[src/rtl/uart_pkg.sv]
// Shared command codes, FSM states and address constants for the DMI UART TAP.
// The header byte is {cmd, addr}; IRLENGTH sets the address field width.
package uart_pkg;

  localparam int IRLENGTH = 5;
  localparam logic [IRLENGTH-1:0] ADDR_IDCODE = 5'h01;

  typedef enum logic [2:0] {
    CMD_NOP        = 3'd0,
    CMD_READ       = 3'd1,
    CMD_WRITE      = 3'd2,
    CMD_CONT_READ  = 3'd3,
    CMD_CONT_WRITE = 3'd4,
    CMD_BURST_READ = 3'd5,
    CMD_RESET      = 3'd6,
    CMD_ERROR      = 3'd7
  } cmd_t;

  typedef enum logic [2:0] {
    ST_IDLE,
    ST_DECODE,
    ST_COUNT,
    ST_RX_DATA,
    ST_WR_REQ,
    ST_RD_REQ,
    ST_TX_DATA,
    ST_SEND_CMD
  } tap_state_t;

endpackage

[src/rtl/uart_tap_word_buf.sv]
// Byte-lane shift buffer holding one DMI word; bytes enter and leave LSB first.
// Lanes above WIDTH-1 are zero-filled on load, so padding bits go out as 0.
module uart_tap_word_buf #(
  parameter int WIDTH  = 41,
  parameter int NBYTES = (WIDTH + 7) / 8
) (
  input  logic             clk,
  input  logic             srst,
  input  logic             load,
  input  logic [WIDTH-1:0] load_data,
  input  logic             shift_in,
  input  logic [7:0]       in_byte,
  input  logic             shift_out,
  input  logic             clr_idx,
  output logic [WIDTH-1:0] word,
  output logic [7:0]       out_byte,
  output logic             last
);

  localparam int IDXW = (NBYTES > 1) ? $clog2(NBYTES) : 1;

  logic [NBYTES-1:0][7:0] data_reg, data_next;
  logic [NBYTES*8-1:0]    load_ext;
  logic [NBYTES*8-1:0]    flat;
  logic [IDXW-1:0]        idx_reg;

  assign load_ext = (NBYTES*8)'(load_data);

  // Each lane takes its upper neighbour on a shift; the top lane takes the
  // incoming byte (rx) or zero (tx).
  for (genvar gi = 0; gi < NBYTES; gi++) begin : g_lane
    logic [7:0] upper;
    if (gi == NBYTES - 1) begin : g_top
      assign upper = shift_in ? in_byte : 8'h00;
    end else begin : g_mid
      assign upper = data_reg[gi+1];
    end
    assign data_next[gi] = load ? load_ext[gi*8 +: 8] :
                           (shift_in || shift_out) ? upper : data_reg[gi];
  end

  always_ff @(posedge clk) begin
    if (srst) begin
      data_reg <= '0;
      idx_reg  <= '0;
    end else begin
      data_reg <= data_next;
      if (load || clr_idx)
        idx_reg <= '0;
      else if (shift_in || shift_out)
        idx_reg <= last ? '0 : idx_reg + 1'b1;
    end
  end

  assign last     = (idx_reg == IDXW'(NBYTES - 1));
  assign flat     = data_reg;
  assign word     = flat[WIDTH-1:0];
  assign out_byte = data_reg[0];

endmodule

[src/rtl/dmi_uart_tap_burst.sv]
// UART-to-DMI command decoder: single/continuous/burst reads, single/continuous
// writes, hard reset and error status bytes returned on the command channel.
module dmi_uart_tap_burst
  import uart_pkg::*;
#(
  parameter int WIDTH = 41,
  parameter int IRLEN = IRLENGTH,
  parameter int NADDR = 2**IRLEN
) (
  input  logic             CLK_I,
  input  logic             RST_I,
  output logic             READ_O,
  input  logic [7:0]       DATA_REC_I,
  input  logic             RX_EMPTY_I,
  input  logic             CMD_REC_I,
  input  logic             TX_READY_I,
  output logic             WRITE_O,
  output logic [7:0]       DATA_SEND_O,
  output logic             SEND_COMMAND_O,
  output logic [7:0]       COMMAND_O,
  output logic             DMI_HARD_RESET_O,
  input  logic [1:0]       DMI_ERROR_I,
  output logic [IRLEN-1:0] WRITE_ADDRESS_O,
  output logic [WIDTH-1:0] WRITE_DATA_O,
  output logic             WRITE_VALID_O,
  input  logic             WRITE_READY_I,
  output logic [IRLEN-1:0] READ_ADDRESS_O,
  input  logic [WIDTH-1:0] READ_DATA_I,
  input  logic             READ_VALID_I,
  output logic             READ_READY_O,
  input  logic [NADDR-1:0] VALID_ADDRESS_I
);

  localparam int NBYTES = (WIDTH + 7) / 8;

  tap_state_t       state_reg, state_next;
  cmd_t             cmd_reg, cmd_next;
  logic [IRLEN-1:0] addr_reg, addr_next;
  logic [7:0]       count_reg, count_next;
  logic             unlim_reg, unlim_next;
  logic [1:0]       err_reg, err_next;
  logic [7:0]       status_reg, status_next;

  logic             buf_load, buf_shift_in, buf_shift_out, buf_clr, buf_last;
  logic [WIDTH-1:0] buf_word;
  logic [7:0]       buf_byte;
  logic             rx_avail;
  cmd_t             rx_cmd;

  assign rx_avail = !RX_EMPTY_I;
  assign rx_cmd   = cmd_t'(DATA_REC_I[7:IRLEN]);

  uart_tap_word_buf #(.WIDTH(WIDTH), .NBYTES(NBYTES)) u_word_buf (
    .clk       (CLK_I),
    .srst      (RST_I),
    .load      (buf_load),
    .load_data (READ_DATA_I),
    .shift_in  (buf_shift_in),
    .in_byte   (DATA_REC_I),
    .shift_out (buf_shift_out),
    .clr_idx   (buf_clr),
    .word      (buf_word),
    .out_byte  (buf_byte),
    .last      (buf_last)
  );

  always_ff @(posedge CLK_I) begin
    if (RST_I) begin
      state_reg  <= ST_IDLE;
      cmd_reg    <= CMD_NOP;
      addr_reg   <= '0;
      count_reg  <= '0;
      unlim_reg  <= 1'b0;
      err_reg    <= '0;
      status_reg <= '0;
    end else begin
      state_reg  <= state_next;
      cmd_reg    <= cmd_next;
      addr_reg   <= addr_next;
      count_reg  <= count_next;
      unlim_reg  <= unlim_next;
      err_reg    <= err_next;
      status_reg <= status_next;
    end
  end

  always_comb begin
    state_next       = state_reg;
    cmd_next         = cmd_reg;
    addr_next        = addr_reg;
    count_next       = count_reg;
    unlim_next       = unlim_reg;
    err_next         = err_reg;
    status_next      = status_reg;
    READ_O           = 1'b0;
    WRITE_O          = 1'b0;
    SEND_COMMAND_O   = 1'b0;
    DMI_HARD_RESET_O = 1'b0;
    WRITE_VALID_O    = 1'b0;
    READ_READY_O     = 1'b0;
    buf_load         = 1'b0;
    buf_shift_in     = 1'b0;
    buf_shift_out    = 1'b0;
    buf_clr          = 1'b0;

    case (state_reg)
      ST_IDLE: begin
        if (rx_avail) begin
          READ_O = 1'b1;
          if (CMD_REC_I) begin
            cmd_next   = rx_cmd;
            addr_next  = DATA_REC_I[IRLEN-1:0];
            state_next = ST_DECODE;
          end
        end
      end
      ST_DECODE: begin
        err_next = '0;
        if (cmd_reg == CMD_RESET) begin
          DMI_HARD_RESET_O = 1'b1;
          state_next       = ST_IDLE;
        end else if (!VALID_ADDRESS_I[addr_reg]) begin
          status_next = {CMD_ERROR, addr_reg};
          state_next  = ST_SEND_CMD;
        end else begin
          case (cmd_reg)
            CMD_READ:       begin count_next = 8'd1; unlim_next = 1'b0; state_next = ST_RD_REQ; end
            CMD_CONT_READ:  begin unlim_next = 1'b1; state_next = ST_RD_REQ; end
            CMD_BURST_READ: state_next = ST_COUNT;
            CMD_WRITE, CMD_CONT_WRITE: begin buf_clr = 1'b1; state_next = ST_RX_DATA; end
            default:        state_next = ST_IDLE;
          endcase
        end
      end
      ST_COUNT: begin
        if (rx_avail) begin
          READ_O = 1'b1;
          if (CMD_REC_I) begin
            cmd_next   = rx_cmd;
            addr_next  = DATA_REC_I[IRLEN-1:0];
            state_next = ST_DECODE;
          end else if (DATA_REC_I == 8'd0) begin
            state_next = ST_IDLE;
          end else begin
            count_next = DATA_REC_I;
            unlim_next = 1'b0;
            state_next = ST_RD_REQ;
          end
        end
      end
      ST_RX_DATA: begin
        if (rx_avail) begin
          READ_O = 1'b1;
          if (CMD_REC_I) begin
            // A header mid-word drops the partial word and starts a new command.
            buf_clr    = 1'b1;
            cmd_next   = rx_cmd;
            addr_next  = DATA_REC_I[IRLEN-1:0];
            state_next = ST_DECODE;
          end else begin
            buf_shift_in = 1'b1;
            if (buf_last) state_next = ST_WR_REQ;
          end
        end
      end
      ST_WR_REQ: begin
        WRITE_VALID_O = 1'b1;
        if (WRITE_READY_I) begin
          if (DMI_ERROR_I != 2'b00) begin
            status_next = {CMD_ERROR, 3'b000, DMI_ERROR_I};
            state_next  = ST_SEND_CMD;
          end else if (cmd_reg == CMD_CONT_WRITE) begin
            state_next = ST_RX_DATA;
          end else begin
            state_next = ST_IDLE;
          end
        end
      end
      ST_RD_REQ: begin
        READ_READY_O = 1'b1;
        if (READ_VALID_I) begin
          buf_load   = 1'b1;
          err_next   = DMI_ERROR_I;
          state_next = ST_TX_DATA;
        end
      end
      ST_TX_DATA: begin
        if (TX_READY_I) begin
          WRITE_O       = 1'b1;
          buf_shift_out = 1'b1;
          if (buf_last) begin
            if (err_reg != 2'b00) begin
              status_next = {CMD_ERROR, 3'b000, err_reg};
              state_next  = ST_SEND_CMD;
            end else if (!unlim_reg && count_reg == 8'd1) begin
              count_next = 8'd0;
              state_next = ST_IDLE;
            end else begin
              if (!unlim_reg) count_next = count_reg - 8'd1;
              // A pending header ends the stream; IDLE pops and decodes it.
              state_next = (rx_avail && CMD_REC_I) ? ST_IDLE : ST_RD_REQ;
            end
          end
        end
      end
      ST_SEND_CMD: begin
        SEND_COMMAND_O = 1'b1;
        if (TX_READY_I) state_next = ST_IDLE;
      end
      default: state_next = ST_IDLE;
    endcase
  end

  assign COMMAND_O       = (state_reg == ST_SEND_CMD) ? status_reg : 8'h00;
  assign DATA_SEND_O     = (state_reg == ST_TX_DATA) ? buf_byte : 8'h00;
  assign WRITE_ADDRESS_O = addr_reg;
  assign READ_ADDRESS_O  = addr_reg;
  assign WRITE_DATA_O    = buf_word;

endmodule

[config.mk]
export PLATFORM = sky130hd
export DESIGN_NAME = dmi_uart_tap_burst
export DESIGN_NICKNAME = d
export VERILOG_FILES = /design/src/rtl/uart_pkg.sv /design/src/rtl/uart_tap_word_buf.sv /design/src/rtl/dmi_uart_tap_burst.sv
export SDC_FILE = /design/constraint.sdc
export NUM_CORES = 1
export LEC_CHECK = 0
export ABC_AREA = 1
export CORE_MARGIN = 8
export CORE_UTILIZATION = 46
export DETAILED_ROUTE_END_ITERATION = 8
export PLACE_DENSITY = 0.83
export SLEW_MARGIN = 20
export SYNTH_ARGS = -nofsm -noshare
export SYNTH_HDL_FRONTEND = slang
export SYNTH_HIERARCHICAL = 1
export SYNTH_SLANG_ARGS = --single-unit
[constraint.sdc]
create_clock -name CLK_I -period 1.95 [get_ports CLK_I]
set_input_delay 0.585 -clock CLK_I [delete_from_list [all_inputs] [get_ports CLK_I]]
set_output_delay 0.585 -clock CLK_I [all_outputs]
set_load 0.03 [all_outputs]
== Word level (Yosys, flattened, before mapping) ==
Cells that the tools add are included.

* Add/subtract/negate cells: 2
* Multipliers: 0
* Div/mod/pow operators: 0
* $lt $le $gt $ge: 1
* Equality and inequality tests: 36
* Shift-type cells: 0
* Mux-type cells: 89
* Bitwise logic cells: 1
* Reductions and logical operators: 26

{| class="wikitable"
|+ Operators by type and width
! kind !! number
|-
| $mux W8 || 31
|-
| $mux W3 || 20
|-
| $pmux W8 S3 || 2
|-
| $ne A2 B2 Y1 const B || 17
|-
| $mux W1 || 27
|-
| $eq A3 B3 Y1 const B || 8
|-
| $pmux W3 S8 || 1
|-
| $eq A3 B2 Y1 const B || 4
|-
| $reduce_and A11 Y1 || 1
|-
| $reduce_and A10 Y1 || 1
|-
| $reduce_bool A2 Y1 || 5
|-
| $pmux W3 S3 || 1
|-
| $eq A8 B1 Y1 const B || 1
|-
| $logic_not A8 Y1 || 1
|-
| $reduce_and A8 Y1 || 1
|-
| $reduce_or A2 Y1 || 4
|-
| $sub A8 B1 Y8 const B || 1
|-
| $reduce_and A7 Y1 || 1
|-
| $eq A3 B1 Y1 const B || 2
|-
| $lt A5 B6 Y1 const B || 1
|-
| $ne A3 B3 Y1 const B || 2
|-
| $pmux W1 S2 || 3
|-
| $reduce_bool A3 Y1 || 2
|-
| $bmux W1 S5 || 1
|-
| 13 further kinds || 17
|}

* Register bits after elaboration: 81
* Latch bits: 0
* Memory bits (writable): 0
* Memory bits (read-only): 0
* Input port bits: 90
* Output and inout bits: 73
* Logic and storage cells: 170
* Memories kept: 0

== Depth between registers and ports, before layout ==
* Depth in word-level cells: 8
* Gate-level depth with buffers: 16
* Depth with buffers taken out: 14

== Cells and area by module ==
Netlist, hierarchy kept.

{| class="wikitable"
|+ By module, submodules not included
! module !! times used !! cells each !! area each (µm²) !! seq. area each (µm²)
|-
| uart_tap_word_buf || 1 || 383 || 2,478.6 || 1,021.0
|-
| dmi_uart_tap_burst || 1 || 390 || 2,337.2 || 560.5
|}

== Worst setup path after synthesis ==
OpenSTA, ideal clock, no wires.

* Kind: reg-to-reg
* Start: reg state_reg[0]
* End: reg u_word_buf.data_reg, in the netlist u_word_buf/g_lane[4].upper[0]
* Setup time: 0.128 ns
* Arrival time: 2.065 ns
* Required time: 1.822 ns
* Slack: -0.242 ns
* Stages on the path, launching flop included: 14
* Path buffers: 2
* Period minus slack after synthesis: 2.192 ns
* Cells stage by stage: dfxtp_1 -> inv_2 -> nor2_2 -> inv_1 -> nor2_1 -> inv_1 -> nor2_1 -> buf_2 -> inv_2 -> buf_2 -> nand3_1 -> nand2_1 -> nor2_1 -> nor2_1

* Elaborated cells on any way between the ends: 11
* Those cells by class: 3 x eq/ne; 6 x mux; 2 x reduce/logical

{| class="wikitable"
|+ RTL lines
! what !! RTL line !! text
|-
| from (decl) || dmi_uart_tap_burst.sv:36 || <nowiki>tap_state_t state_reg, state_next;</nowiki>
|-
| from (signal assigned) || dmi_uart_tap_burst.sv:77 || <nowiki>state_reg <= state_next;</nowiki>
|-
| $eq A3 B3 Y1 * || dmi_uart_tap_burst.sv:106 || <nowiki>case (state_reg)</nowiki>
|-
| $mux W1 * || dmi_uart_tap_burst.sv:106 ||
|-
| named net buf_load || dmi_uart_tap_burst.sv:44 || <nowiki>logic buf_load, buf_shift_in, buf_shift_out, buf_clr, buf_last;</nowiki>
|-
| $mux W1 or $reduce_bool A2 Y1 (tied branches) || -- ||
|-
| to (signal assigned) || uart_tap_word_buf.sv:47 || <nowiki>data_reg <= data_next;</nowiki>
|-
| to (decl) || uart_tap_word_buf.sv:22 || <nowiki>logic [NBYTES-1:0][7:0] data_reg, data_next;</nowiki>
|}

Mark *: on every way through the listed nets, which the timed path passes. The rest lies on a longest branch. The select of a mux whose other input is x is not followed.
A chain may end at the register's enable or synchronous reset.

== Worst setup path after layout ==
* Start: reg state_reg[0]
* End: out WRITE_O

* Longest elaborated chain between the ends: 2

{| class="wikitable"
|+ Ends and longest elaborated chain
! what !! RTL line !! text
|-
| $eq A3 B3 Y1 || dmi_uart_tap_burst.sv:106 ||
|-
| $mux W1 || dmi_uart_tap_burst.sv:106 ||
|-
| to (decl) || dmi_uart_tap_burst.sv:17 || <nowiki>output logic WRITE_O,</nowiki>
|}

Every way passes these cells.

==> impl_metrics.toml <==
[clock_network]
clk_path_buf_depth = 2
clock_latency_ps = 350
cts_buffers = 9
cts_tree = "done"
clock-root-buffer = "clkbuf_8"
numClockSinks = 79
clkSlewWorstSetupHoldPaths_ps = 80
htreeDepth = 3

[yosys]
syn-cell-area_sq_um = 4820
synth-main-ff-cell = "dfxtp_1"
ys_ff_latch = 79
synthCells = 773
syn_area_per_cell_sq_um = 6.23
synth_cell_type_count = 43
ys_seq_area_share_pct = 32.8
async_flop_share_pct = 0
synth_edf_count = 0
syn-num-nets = 865
yosys_warnings = 6

[setup_path]
slowest_delay_ps = 370
critical_path.top_delay_family = "simple AND/OR/NAND/NOR gates"
required_ps = 1360
path_max_fanout = 5
worstSetupEndpointType = "primary output"
worstSetupPathDepth = 6
rr_endpoint = "u_word_buf/idx_reg[1]"
r2r_start = "state_reg[0]"
slowest_stage = "dfxtp_4"
setup.worst_path.start = "state_reg[0]"
r2r_slack_ps = 10
r2r_cells = 15
crit_path_end = "WRITE_O"
critPathKind = "reg2out"
crit_path_frequent_cell = "nor2_4"
path_buf_inv = 3
critPathArrivalTime_ps = 1430
worstSetupStartpointType = "flip-flop"
critical_path.cell_chain = "inv_4 > nand2_4 > nor2_4 > inv_6 > nor2_4 > buf_12"

[cells_and_area]
regArea_sq_um = 1600
fin_util_pct = 73.1
drive_gt1_share_pct = 19.9
final_cell_mix = "277 x nand2_1, 86 x clkdlybuf4s50_1, 74 x dfxtp_1"
nFillCells = 806
final_cells = 1115
multi_input_area_sq_um = 2850
final_common_cell = "nand2_1"
fin_nets = 1066
largest_register_ffs = 40
diodes = 0
area_growth_pct = 55.3

[timing]
slew_viol_final = 0
worst_slew_pin_slew_ps = 531
hold_ws_ps = 473
hold_viol = 0
finalCritPeriodShare_pct = 103
grt_setup_unrepaired = "true"
fmax_ghz = 0.496
period_needed_ps = 2020
skew_ps = 11.0
finalSetupTns_ps = -536
setup_violations = 17
fin_ws_ps = -66.7
max-slew-margin-rel_pct = 64.6

[floorplan]
chipWidth_um = 118
initial_core_util_pct = 47.1
die_h_um = 118
rows = 37
core_sq_um = 10200
io_pins = 163
die_area_sq_um = 14000

[route]
drt-total-wl_mm = 17.7
ant_nets = 0
vias = 5852
first_iter_violations = 409
drc = 0
dr.pass1.iters = 7
viasPerCell = 5.25
wl_per_cell_um = 15.9

[placement]
place_hpwl_mm = 12.2
dp_cells = 1075
portBuffers = 162
place_congestion = 0.938

[global_routing]
antenna_found_initial = 0
grt_pass1_wl_mm = 26.8
grtUsageMet2_pct = 37.1
grt_max_degree = 57
grt_pass1_vias = 5490
met1_usage_pct = 28.5
use_met3_pct = 4.09
gr-max-usage-layer = "met2"
grt.overflow.total = 0
track_usage_pct = 22.7

[power_and_ir_drop]
power_uw = 6840
peakVddDrop_mv = 0.457
p_leak_uw = 0.00342
pwr_density_cell_nw_per_um2 = 915

[min_path]
holdCritPathClass = "reg2reg"

[run_status]
status = "complete, but fails checks"
failed_checks = "setup timing"

[run]
maxCapViolCount = 0
-- worst min-delay path by stage --
stage	from	end	slack, ps	cells after the start
3_5_place_dp	u_word_buf/g_lane[4].upper[5]	u_word_buf/g_lane[4].upper[5]	460	2
3_3_place_gp	u_word_buf/g_lane[4].upper[6]	u_word_buf/g_lane[4].upper[6]	450	2
6_report	u_word_buf/g_lane[4].upper[5]	u_word_buf/g_lane[4].upper[5]	470	2
4_1_cts	u_word_buf/g_lane[4].upper[5]	u_word_buf/g_lane[4].upper[5]	470	2
2_1_floorplan	u_word_buf/g_lane[4].upper[1]	u_word_buf/g_lane[4].upper[1]	440	2
5_1_grt	u_word_buf/g_lane[4].upper[5]	u_word_buf/g_lane[4].upper[5]	490	2
-- worst reg2reg max path, cell delays in order (launching register included) --
cell and delay (ps):
dfxtp_4 380, inv_4 50, buf_6 110, nor2_4 150
nand2_2 100, buf_4 170, clkinv_2 90, nand2_1 80
inv_1 90, nand2_1 100, o32ai_2 180, inv_1 100
nand2_2 100, inv_1 50, nand2_1 60, nor2_1 40
-- synthesized netlist by cell type, drive strengths merged (2+ instances only) --
cell type    n  area (sq um)
dfxtp       79          1580
nor3         8          51.3
nand4        7          43.8
nand2      288          1110
clkbuf       5          18.8
a22oi        2          20.0
a21oi       74           378
clkinv       2          8.75
o22ai        3          18.8
a32o         2          20.0
o21ai       22           133
nor2        75           315
inv         64           245
ha           2          25.0
o211ai       4          30.0
xor2         5          43.8
nand3       78           413
buf         47           318
-- power by group --
group	switching (uW)	total [uW]	internal, uW
sequential	172	2000	1830
combinational	1910	3320	1410
clock	661	1530	869
total	2740	6840	4100
-- cell type report --
cell class,instances,area share (%)
multi-input combinational,577,38.1
timing repair buffer,240,31.2
sequential,79,21.3
inverter,66,3.70
tap,136,2.28
clock inverter,7,1.69
clock buffer,9,1.66
timing repair inverter,1,0.0837
-- metal layers --
| metal | wire, um | up-vias |
|---|---|---|
| li1 | - | 2857 |
| met1 | 7280 | 2653 |
| met2 | 8430 | 289 |
| met3 | 1320 | 53 |
| met4 | 647 | 0 |
| met5 | 0 | - |
-- kinds of logic (layout without fill, tap and decap cells) --
group                      Yosys count  after routing  synth area share [%]
and+or+nand+nor                    459            460                  40.5
buffers and inverters              118            323                  12.3
AOI/OAI and AO/OA                  109            109                  12.8
DFF                                 79             79                  32.8
xor gates and xnor gates             6              6                  1.09
adders and majority gates            2              2                 0.520
-- through the flow --
step | setup slack [ps] | instance area [sq um]
2_1_floorplan | 40.6 | 4830
3_3_place_gp | -238 | 6770
3_5_place_dp | -272 | 6770
4_1_cts | -102 | 7180
5_1_grt | -115 | 7480
6_report | -66.7 | 7480
-- what timing repair did --
action,4_1_cts,5_1_grt
resized for setup,93,47
setup buffers,13,9
endpoints found under the hold margin,0,0
endpoints found under the setup margin,111,72
cloned,1,4
hold buffers,0,0
pin swaps,5,12
No activity file was read; power rests on OpenSTA's default activity.
